===== config.mk =====
export PLATFORM = sky130hd
export DESIGN_NAME = gr_heep_obi_demux
export DESIGN_NICKNAME = d
export VERILOG_FILES = /design/src/rtl/gr_heep_obi_demux_pkg.sv /design/src/rtl/gr_heep_addr_decode.sv /design/src/rtl/gr_heep_obi_demux.sv
export SDC_FILE = /design/constraint.sdc
export NUM_CORES = 1
export LEC_CHECK = 0
export BUFFER_PORTS_ARGS = -buffer_cell sky130_fd_sc_hd__buf_2
export CORE_AREA = 2 2 160 162
export CTS_BUF_LIST = sky130_fd_sc_hd__clkbuf_16
export DETAILED_ROUTE_END_ITERATION = 8
export DIE_AREA = 0 0 162 164
export PLACE_DENSITY = 0.5
export SYNTH_ARGS = -nofsm -noshare
export SYNTH_HDL_FRONTEND = slang
export SYNTH_SLANG_ARGS = --single-unit

===== constraint.sdc =====
create_clock -name clk_i -period 5.39 [get_ports clk_i]
set_clock_uncertainty 0.1 [all_clocks]
set_input_delay 0.8085 -clock clk_i [delete_from_list [all_inputs] [get_ports clk_i]]
set_output_delay 0.8085 -clock clk_i [all_outputs]
set_load 0.01 [all_outputs]

===== src/rtl/gr_heep_obi_demux_pkg.sv =====
// gr_heep_obi_demux_pkg: shared constants and flattened OBI / address-map types
// for the GR-HEEP OBI demultiplexer and its address decoder.
package gr_heep_obi_demux_pkg;

    // Data returned by the internal error target on unmatched accesses.
    localparam logic [31:0] ERR_RDATA = 32'hBADACCE5;

    // Conventional demux port assignment in GR-HEEP.
    localparam int unsigned INT_SLAVE_IDX = 32'd0;
    localparam int unsigned EXT_SLAVE_IDX = 32'd1;

    // OBI request: {req, we, be, addr, wdata}
    typedef struct packed {
        logic        req;
        logic        we;
        logic [3:0]  be;
        logic [31:0] addr;
        logic [31:0] wdata;
    } obi_req_t;

    // OBI response: {gnt, rvalid, rdata}
    typedef struct packed {
        logic        gnt;
        logic        rvalid;
        logic [31:0] rdata;
    } obi_resp_t;

    // Address-map rule: matches start_addr <= addr < end_addr.
    typedef struct packed {
        logic [31:0] idx;
        logic [31:0] start_addr;
        logic [31:0] end_addr;
    } addr_map_rule_t;

    localparam int unsigned OBI_REQ_W  = $bits(obi_req_t);
    localparam int unsigned OBI_RESP_W = $bits(obi_resp_t);
    localparam int unsigned RULE_W     = $bits(addr_map_rule_t);

    // Index width able to address num_idx targets (never narrower than 1 bit).
    function automatic int unsigned idx_width(input int unsigned num_idx);
        if (num_idx > 32'd1) begin
            return unsigned'($clog2(num_idx));
        end else begin
            return 32'd1;
        end
    endfunction

endpackage


===== src/rtl/gr_heep_addr_decode.sv =====
// gr_heep_addr_decode: combinational address-map matcher. Lowest-numbered
// matching rule wins; rules pointing at an index >= NSLAVE are ignored.
// Reusable by the external crossbar.
module gr_heep_addr_decode
    import gr_heep_obi_demux_pkg::*;
#(
    parameter int unsigned NUM_RULES = 1,
    parameter int unsigned NSLAVE    = 2,
    parameter int unsigned IdxW      = 1
) (
    input  logic [31:0]                 addr_i,
    input  logic [NUM_RULES*RULE_W-1:0] addr_map_i,
    output logic [IdxW-1:0]             idx_o,
    output logic                        match_o
);

    addr_map_rule_t rules_s [NUM_RULES];
    logic           take_s  [NUM_RULES];

    for (genvar g = 0; g < NUM_RULES; g++) begin : gen_rule
        assign rules_s[g] = addr_map_rule_t'(addr_map_i[g*RULE_W +: RULE_W]);
        assign take_s[g]  = (addr_i >= rules_s[g].start_addr) &&
                            (addr_i <  rules_s[g].end_addr)   &&
                            (rules_s[g].idx < NSLAVE);
    end

    // Priority scan: the first (lowest) matching rule claims the address.
    always_comb begin
        idx_o   = '0;
        match_o = 1'b0;
        for (int unsigned r = 0; r < NUM_RULES; r++) begin
            idx_o   = (!match_o && take_s[r]) ? rules_s[r].idx[IdxW-1:0] : idx_o;
            match_o = match_o | take_s[r];
        end
    end

endmodule


===== src/rtl/gr_heep_obi_demux.sv =====
// gr_heep_obi_demux: 1-to-NSLAVE OBI demultiplexer with in-order responses and
// outstanding-transaction tracking. Requests are routed combinationally (no
// added latency); a request to a different target waits until every response
// from the current target has returned, so responses can never reorder.
// Optional macro GR_HEEP_OBI_DEMUX_ERR_RESP_EN: unmatched addresses go to an
// internal error target (index NSLAVE) that answers with ERR_RDATA.
module gr_heep_obi_demux
    import gr_heep_obi_demux_pkg::*;
#(
    parameter  int unsigned NSLAVE          = 2,
    parameter  int unsigned NUM_RULES       = 1,
    parameter  int unsigned MAX_OUTSTANDING = 4,
    localparam int unsigned IdxW            = idx_width(NSLAVE),
    localparam int unsigned CntW            = $clog2(MAX_OUTSTANDING + 1)
) (
    input  logic                          clk_i,
    input  logic                          rst_ni,
    input  logic [NUM_RULES*RULE_W-1:0]   addr_map_i,
    input  logic [IdxW-1:0]               default_idx_i,
    input  logic [OBI_REQ_W-1:0]          master_req_i,
    output logic [OBI_RESP_W-1:0]         master_resp_o,
    output logic [NSLAVE*OBI_REQ_W-1:0]   slave_req_o,
    input  logic [NSLAVE*OBI_RESP_W-1:0]  slave_resp_i,
    output logic [CntW-1:0]               outstanding_o,
    output logic                          busy_o
);

`ifdef GR_HEEP_OBI_DEMUX_ERR_RESP_EN
    localparam int unsigned NTGT = NSLAVE + 32'd1;
`else
    localparam int unsigned NTGT = NSLAVE;
`endif
    localparam int unsigned     TgtW    = idx_width(NTGT);
    localparam logic [CntW-1:0] CNT_MAX = CntW'(MAX_OUTSTANDING);
    localparam logic [CntW-1:0] CNT_ONE = CntW'(1);
`ifdef GR_HEEP_OBI_DEMUX_ERR_RESP_EN
    localparam logic [TgtW-1:0] ERR_IDX = TgtW'(NSLAVE);
`endif

    obi_req_t        m_req_s;
    obi_resp_t       m_resp_s;
    obi_req_t        s_req_s  [NSLAVE];
    obi_resp_t       s_resp_s [NSLAVE];

    logic [IdxW-1:0] dec_idx_s;
    logic            dec_match_s;
    logic [TgtW-1:0] sel_s;
    logic            allow_s;
    logic            sel_gnt_s;
    logic            gnt_s;
    logic            rvalid_s;
    logic [31:0]     rdata_s;

    logic [CntW-1:0] cnt_q, cnt_d;
    logic [TgtW-1:0] tgt_q, tgt_d;
    logic            busy_q, busy_d;
`ifdef GR_HEEP_OBI_DEMUX_ERR_RESP_EN
    logic            err_rvalid_q, err_rvalid_d;
`endif

    assign m_req_s = obi_req_t'(master_req_i);

    for (genvar g = 0; g < NSLAVE; g++) begin : gen_port
        assign s_resp_s[g] = obi_resp_t'(slave_resp_i[g*OBI_RESP_W +: OBI_RESP_W]);
        assign slave_req_o[g*OBI_REQ_W +: OBI_REQ_W] = s_req_s[g];
    end

    gr_heep_addr_decode #(
        .NUM_RULES (NUM_RULES),
        .NSLAVE    (NSLAVE),
        .IdxW      (IdxW)
    ) u_addr_decode (
        .addr_i     (m_req_s.addr),
        .addr_map_i (addr_map_i),
        .idx_o      (dec_idx_s),
        .match_o    (dec_match_s)
    );

    // Target selection: decoded rule, otherwise the fallback target.
    always_comb begin
        if (dec_match_s) begin
            sel_s = TgtW'(dec_idx_s);
        end else begin
`ifdef GR_HEEP_OBI_DEMUX_ERR_RESP_EN
            sel_s = ERR_IDX;
`else
            sel_s = TgtW'(default_idx_i);
`endif
        end
    end

    // Issue allowance: idle, or same target with room left in the window.
    always_comb begin
        if (cnt_q == '0) begin
            allow_s = 1'b1;
        end else if ((sel_s == tgt_q) && (cnt_q < CNT_MAX)) begin
            allow_s = 1'b1;
        end else begin
            allow_s = 1'b0;
        end
    end

    // Request fan-out: payload broadcast to every port, req only to the selected one.
    always_comb begin
        s_req_s   = '{default: '0};
        sel_gnt_s = 1'b0;
        for (int unsigned i = 0; i < NSLAVE; i++) begin
            s_req_s[i]     = m_req_s;
            s_req_s[i].req = m_req_s.req & allow_s & (sel_s == TgtW'(i));
            sel_gnt_s      = sel_gnt_s | (s_resp_s[i].gnt & (sel_s == TgtW'(i)));
        end
`ifdef GR_HEEP_OBI_DEMUX_ERR_RESP_EN
        sel_gnt_s = sel_gnt_s | (sel_s == ERR_IDX);
`endif
    end

    assign gnt_s = m_req_s.req & allow_s & sel_gnt_s;

    // Response mux keyed on the last granted target; stray responses are dropped.
    always_comb begin
        rvalid_s = 1'b0;
        rdata_s  = '0;
        for (int unsigned i = 0; i < NSLAVE; i++) begin
            rvalid_s = rvalid_s | (s_resp_s[i].rvalid & (tgt_q == TgtW'(i)));
            rdata_s  = rdata_s  | (s_resp_s[i].rdata & {32{tgt_q == TgtW'(i)}});
        end
`ifdef GR_HEEP_OBI_DEMUX_ERR_RESP_EN
        rvalid_s = rvalid_s | (err_rvalid_q & (tgt_q == ERR_IDX));
        rdata_s  = rdata_s  | (ERR_RDATA & {32{tgt_q == ERR_IDX}});
`endif
        // A response with nothing in flight cannot belong to us.
        rvalid_s = rvalid_s & (cnt_q != '0);
    end

    always_comb begin
        m_resp_s.gnt    = gnt_s;
        m_resp_s.rvalid = rvalid_s;
        m_resp_s.rdata  = rdata_s;
    end

    assign master_resp_o = m_resp_s;

    // Next-state for the in-flight counter, target register and busy flag.
    always_comb begin
        case ({gnt_s, rvalid_s})
            2'b10:   cnt_d = cnt_q + CNT_ONE;
            2'b01:   cnt_d = cnt_q - CNT_ONE;
            default: cnt_d = cnt_q;
        endcase
        if (gnt_s) begin
            tgt_d = sel_s;
        end else begin
            tgt_d = tgt_q;
        end
        busy_d = (cnt_d != '0);
    end

    // Tracking state with asynchronous active-low reset.
    always_ff @(posedge clk_i or negedge rst_ni) begin
        if (!rst_ni) begin
            cnt_q  <= '0;
            tgt_q  <= '0;
            busy_q <= 1'b0;
        end else begin
            cnt_q  <= cnt_d;
            tgt_q  <= tgt_d;
            busy_q <= busy_d;
        end
    end

`ifdef GR_HEEP_OBI_DEMUX_ERR_RESP_EN
    // Error target answers one cycle after each accepted request; writes are dropped.
    always_comb begin
        err_rvalid_d = gnt_s & (sel_s == ERR_IDX);
    end

    // Error-target response register.
    always_ff @(posedge clk_i or negedge rst_ni) begin
        if (!rst_ni) begin
            err_rvalid_q <= 1'b0;
        end else begin
            err_rvalid_q <= err_rvalid_d;
        end
    end
`endif

    assign outstanding_o = cnt_q;
    assign busy_o        = busy_q;

endmodule


==> out/qor.csv, run 1 <==
metric,value,unit
Synth Warn #,0,
grt total ovfl,0,
Register Area,125,sq um
post-route ant nets,0,
sequential cell area fraction in the yosys report,3.56,%
Routed WL,13400,um
CP startpoint,master_req_i[32],
Fin Hold WS,0.284,ns
share of cells above drive strength 1,55.2,%
most common cell in the netlist,buf_4,
unrepaired setup endpoints after global routing,false,
Pleak,2.63,nW
clk_lat worst skew,0.23,ns
period utilisation layout,85.1,%
CTS tree,built,
"EDFF count, synth",0,
top_reg_cell synth,dfrtp_1,
sequential share of power,11.8,%
H-tree level count,1,
RR Startpoint,tgt_q$_DFFE_PN0P_,
Synth top cells by count,"buf_4, inv_1, ha_1, mux2_2, mux2_1",
IO Port Bufs,303,
Final Hold Viols,0,
critical path endpoint category,flop,
core area,24800,sq um
ys async rst share,100,%
CTS buffer count,3,
Synth cell types,56,
Final Core Density,18.0,%
initial DRC count,79,
cells after synthesis,446,
Yosys top cell by area,buf_4,
Max Transition Viols Final,0,
Worst Path Max Fanout,4,
vias in the first global route,3237,
Peak VDD IR,0.000135,V
Synth top area share,29.9,%
setup bufs post-CTS,0,
Resize count post-CTS,0,
vias per std cell,3.63,
worst r2r path cells,11,
pin slew with the least headroom to its limit,0.603,ns
worst min-delay path class,primary input to async pin,
WL per Instance,14.2,um
fillers,2861,
total track usage,9.36,%
largest net degree at the start of global routing,29,
syn_nets,748,
GPL Wtd Cong,0.791,
initial antenna violation count,0,
HPWL after DPL,12400,um
Rel. slew slack,58.7,%
Die Ht,164,um
Crit path required time,5.40,ns
DR vias,3420,
status,finished clean,
# clock sinks,5,
Mapped Area,3510,sq um
number of max-cap violations,0,
Final Instance Area,4470,sq um
synthesized flop and latch total,5,
switching pwr,0.291,mW
Core Rows,58,
DR pass1 iterations,4,
final net count,914,
Layout area overhead,27.2,%
Top-Level Pins,415,
Pwr Density,148,nW/um^2
placed inst area,4390,sq um
first-pass GRT wire length,18800,um
kind of critical path,primary input to flop,
Sw Share,43.9,%
ant diodes,0,
DR DRC count,0,
multi-input gate area in the final layout,2080,sq um
Area contributors post-synth,"buf_4, ha_1, inv_1, mux2_2, mux2_1",
WP data arrival,4.59,ns
flop2flop setup slack,2.09,ns
Fmax,0.218,GHz
Final Critical Period,4.59,ns
Clock power frac,18.5,%
Pint,0.371,mW
Root Buffer,clkbuf_16,
Starting Density,14.2,%
deepest clock path buffer count,2,
Worst-path clk slew,0.03,ns
Mean Syn Cell Area,7.88,sq um
Setup crit start kind,primary input,
Die Width,162,um
combinational share of power,69.7,%
RR Endpoint,busy_o$_DFF_PN0_,
final number of setup-violating endpoints,0,
Post-CTS Hold Buffers,0,
die footprint,26600,sq um
Setup TNS,0,ns
[worst max-delay path by stage]
stage                                   to  slack (ns)  depth (start not counted)
after floorplan           busy_o$_DFF_PN0_        1.12                         17
after global placement    busy_o$_DFF_PN0_        0.38                         19
after detailed placement  busy_o$_DFF_PN0_        0.39                         19
after CTS                 busy_o$_DFF_PN0_        0.59                         19
after global routing      busy_o$_DFF_PN0_        0.36                         19
final                     busy_o$_DFF_PN0_        0.80                         19
[area by class of cell]
class / instances / area share (%)
clock inverter: 1 / 0.0839
clock buffer: 3 / 1.68
inverter: 66 / 5.54
sequential: 5 / 2.80
tap: 330 / 9.23
timing repair buffer: 305 / 34.2
multi-input combinational: 231 / 46.4
[power groups by stage]
stage / clock network (mW) / registers [mW] / logic (mW)
2_1_floorplan: 0 / 0.0762 / 0.339
3_3_place_gp: 0 / 0.0805 / 0.463
3_5_place_dp: 0 / 0.0778 / 0.462
4_1_cts: 0.124 / 0.0791 / 0.469
5_1_grt: 0.128 / 0.0828 / 0.519
6_report: 0.122 / 0.0783 / 0.461
[registers in the layout, summed over array words and instances (netlist names)]
register	count
outstanding_o	3
busy_o	1
tgt_q	1
[worst max-delay path: stages]
cell and delay [ns]:
buf_2 0.11, inv_1 0.04, ha_1 0.25, nand2b_1 0.14, a2111oi_0 0.59, buf_4 0.23
or4_4 0.13, a31oi_4 0.08, o221ai_2 0.32, nor3_2 0.11, a311oi_1 0.31, nand3b_1 0.17
ha_1 0.18, inv_1 0.06, fa_1 0.37, xor2_1 0.16, nor2_1 0.07, xor2_1 0.15
or3_1 0.30
[per-stage QoR]
step | cells | total power, mW | worst slack, ns
6_report | 941 | 0.662 | 0.804
4_1_cts | 941 | 0.672 | 0.591
3_5_place_dp | 937 | 0.540 | 0.392
5_1_grt | 941 | 0.730 | 0.358
3_3_place_gp | 937 | 0.543 | 0.379
2_1_floorplan | 446 | 0.415 | 1.12
[per-layer routing]
layer / share of wire, % / vias to the layer above / global-route usage (%) / wire length [um]
met3: 7.4 / 27 / 1.36 / 987
li1: - / 1720 / - / -
met2: 47 / 206 / 16.6 / 6260
met1: 44 / 1467 / 12.1 / 5920
met4: 1.7 / 0 / 1.85 / 227
met5: 0 / - / 0 / 0
[cells by family (layout without fill, tap and decap cells)]
logic type,after synthesis,in the layout,synth area share (%)
AOI/OAI and AO/OA,59,59,12.1
xor gates and xnor gates,3,3,0.748
adders and majority gates,65,65,23.4
buffers and inverters,210,375,37.4
DFF,5,5,3.56
muxes,34,34,10.8
and+or+nand+nor,70,70,12.0
[cells in the final DEF, fill, tap and decap left out, drive strengths merged, types with 5 or more instances in the layout]
master,Yosys,final
ha,64,64
a21oi,15,15
nor2,10,10
o21ai,13,13
and4,5,5
buf,142,305
nand2,13,13
nor4,9,9
mux2,32,32
inv,66,67
a21o,12,12
dfrtp,5,5
nand4,8,8
No activity file was read; power rests on OpenSTA's default activity.
==> inputs of run 2 (changes only) <==
Settings changed: ABC_AREA set to 1, CORE_AREA 2 2 160 162 to 2 2 159 161, DIE_AREA 0 0 162 164 to 0 0 161 163, PLACE_DENSITY 0.5 to 0.51.
==> out/qor.csv, run 2 <==
metric,value,unit
DR DRC count,0,
core area,24700,sq um
"EDFF count, synth",0,
Synth cell types,28,
Core Rows,58,
switching pwr,0.448,mW
worst min-delay path class,primary input to async pin,
syn_nets,888,
initial antenna violation count,1,
pin slew with the least headroom to its limit,0.400,ns
number of max-cap violations,0,
number of flip-flops under the largest register name,3,
Top-Level Pins,415,
Post-CTS Hold Buffers,0,
# clock sinks,5,
Starting Density,14.5,%
setup bufs post-CTS,0,
fillers,2898,
combinational share of power,77.8,%
Final Hold Viols,0,
CP max stage delay,0.39,ns
Peak VDD IR,0.000113,V
critical path endpoint category,flop,
Crit path top cell by count,nand2_2,
H-tree level count,1,
GPL Wtd Cong,0.768,
Worst-path clk slew,0.03,ns
Resize count post-CTS,0,
unrepaired setup endpoints after global routing,false,
synthesized flop and latch total,5,
Final Critical Period,3.99,ns
Tot Pwr,0.870,mW
WL per Instance,11.6,um
vias in the first global route,3415,
first-pass GRT wire length,18100,um
die footprint,26200,sq um
status,finished clean,
CTS buffer count,3,
Pwr Density,192,nW/um^2
final number of setup-violating endpoints,0,
Setup crit start kind,primary input,
Sw Share,51.5,%
sequential share of power,8.3,%
HPWL after DPL,11400,um
top_reg_cell synth,dfrtp_1,
final net count,1051,
Die Width,161,um
cells after synthesis,586,
largest net degree at the start of global routing,38,
clk_lat worst skew,0.23,ns
CP max-delay cell,fa_1,
Worst Path Max Fanout,4,
grt total ovfl,0,
vias per std cell,3.49,
share of cells above drive strength 1,43.4,%
Layout area overhead,26.4,%
CTS tree,built,
Fmax,0.251,GHz
sequential cell area fraction in the yosys report,3.49,%
Synth top area share,29.3,%
period utilisation layout,74.0,%
Pleak,2.92,nW
Clock power frac,14.0,%
most common cell in the netlist,nand2_1,
Rel. slew slack,73.3,%
kind of critical path,primary input to flop,
Die Ht,163,um
Max Transition Viols Final,0,
"commonest cells after routing, fill and taps aside","buf_2, nand2_1, inv_1, ha_1, nor2_1",
Setup TNS,0,ns
"commonest non-fill, non-tap cell in the layout",buf_2,
cells along the critical path,buf_2 -> ha_1 -> nand2_2 -> nor2_4 -> nand3_2 -> a21oi_2 -> nor2_1 -> nand2_1 -> nand2_1 -> nand2_2 -> nand4_1 -> nand2_2 -> nand2_2 -> nand3_2 -> nand2_2 -> nand3_2 -> ha_1 -> inv_1 -> fa_1 -> a21oi_1 -> o21ai_0 -> xor2_1 -> or3_1,
Crit path required time,5.39,ns
Yosys top cell by area,buf_4,
Buf/Inv on CP,2,
flop2flop setup slack,2.48,ns
ys async rst share,100,%
Mean Syn Cell Area,6.12,sq um
DR vias,3761,
Synth top cells by count,"nand2_1, buf_4, inv_1, ha_1, nor2_1",
Final Core Density,18.4,%
Area contributors post-synth,"buf_4, ha_1, nand2_1, inv_1, nor2_1",
Synth Warn #,0,
Routed WL,12500,um
IO Port Bufs,303,
"CP delay by family, top",simple AND/OR/NAND/NOR gates,
post-route ant nets,0,
total track usage,8.85,%
Mapped Area,3590,sq um
Root Buffer,clkbuf_16,
DR pass1 iterations,4,
Pint,0.422,mW
deepest clock path buffer count,2,
initial DRC count,131,
WP data arrival,3.99,ns
==> run 2: cell count changes after synthesis, moves of 5 or more <==
cell | before | now
nor4_1 | 9 | 0
mux2_2 | 17 | 0
and4_1 | 5 | 0
mux2_1 | 15 | 0
a21o_1 | 11 | 1
inv_1 | 66 | 87
nor2_1 | 10 | 38
nand2_2 | 0 | 7
a21oi_1 | 14 | 27
nand2_1 | 13 | 165
==> run 2: layout make-up <==
class	instances	area (sq um)	share of cell area [%]
inverters	89	334	7.37
clock buffers	3	75.1	1.66
multi-input cells	345	2050	45.2
flip-flops and latches	5	125	2.76
well taps	330	413	9.11
diodes	1	2.50	0.0552
repair buffers	305	1530	33.8
clock inverters	1	3.75	0.0828
==> run 2: path summary, 6_finish.rpt <==
check / cells past startpoint / start / to
min in group clk_i: 1 / outstanding_o[0]$_DFF_PN0_ / outstanding_o[0]$_DFF_PN0_
worst max-delay path: 23 / master_req_i[43] / busy_o$_DFF_PN0_
worst max register to register: 14 / tgt_q$_DFFE_PN0P_ / busy_o$_DFF_PN0_
worst min register to register: 1 / outstanding_o[0]$_DFF_PN0_ / outstanding_o[0]$_DFF_PN0_
max in group asynchronous: 1 / rst_ni / tgt_q$_DFFE_PN0P_
worst min-delay path: 1 / rst_ni / busy_o$_DFF_PN0_
==> run 2: metrics by stage <==
stage	setup slack, ns	cell area, sq um	std cells	hold slack (ns)
final	1.40	4530	1079	0.290
after global routing	0.937	4530	1078	0.297
after CTS	1.31	4530	1078	0.295
after detailed placement	1.11	4450	1074	0.445
after global placement	1.08	4450	1074	0.460
after floorplan	1.80	3590	586	0.413
==> run 2: power groups by stage <==
stage / combinational, mW / clock [mW] / sequential (mW)
6_report: 0.677 / 0.121 / 0.0720
2_1_floorplan: 0.469 / 0 / 0.0737
5_1_grt: 0.785 / 0.127 / 0.0752
4_1_cts: 0.695 / 0.123 / 0.0728
3_5_place_dp: 0.688 / 0 / 0.0723
3_3_place_gp: 0.688 / 0 / 0.0725
==> run 2: cell families after synthesis <==
| kind of cell | count (synthesis) | synth area share, % |
|---|---|---|
| AOI/OAI and AO/OA | 43 | 6.59 |
| xor gates and xnor gates | 2 | 0.488 |
| adders and majority gates | 65 | 22.9 |
| buffers and inverters | 236 | 39.4 |
| DFF | 5 | 3.49 |
| and+or+nand+nor | 235 | 27.2 |
==> run 2: metal layers <==
layer	part of all wire (%)	track usage (%)
met3	9.3	2.06
met4	2.3	3.08
met5	0	0
met1	42	10.9
met2	47	15.1
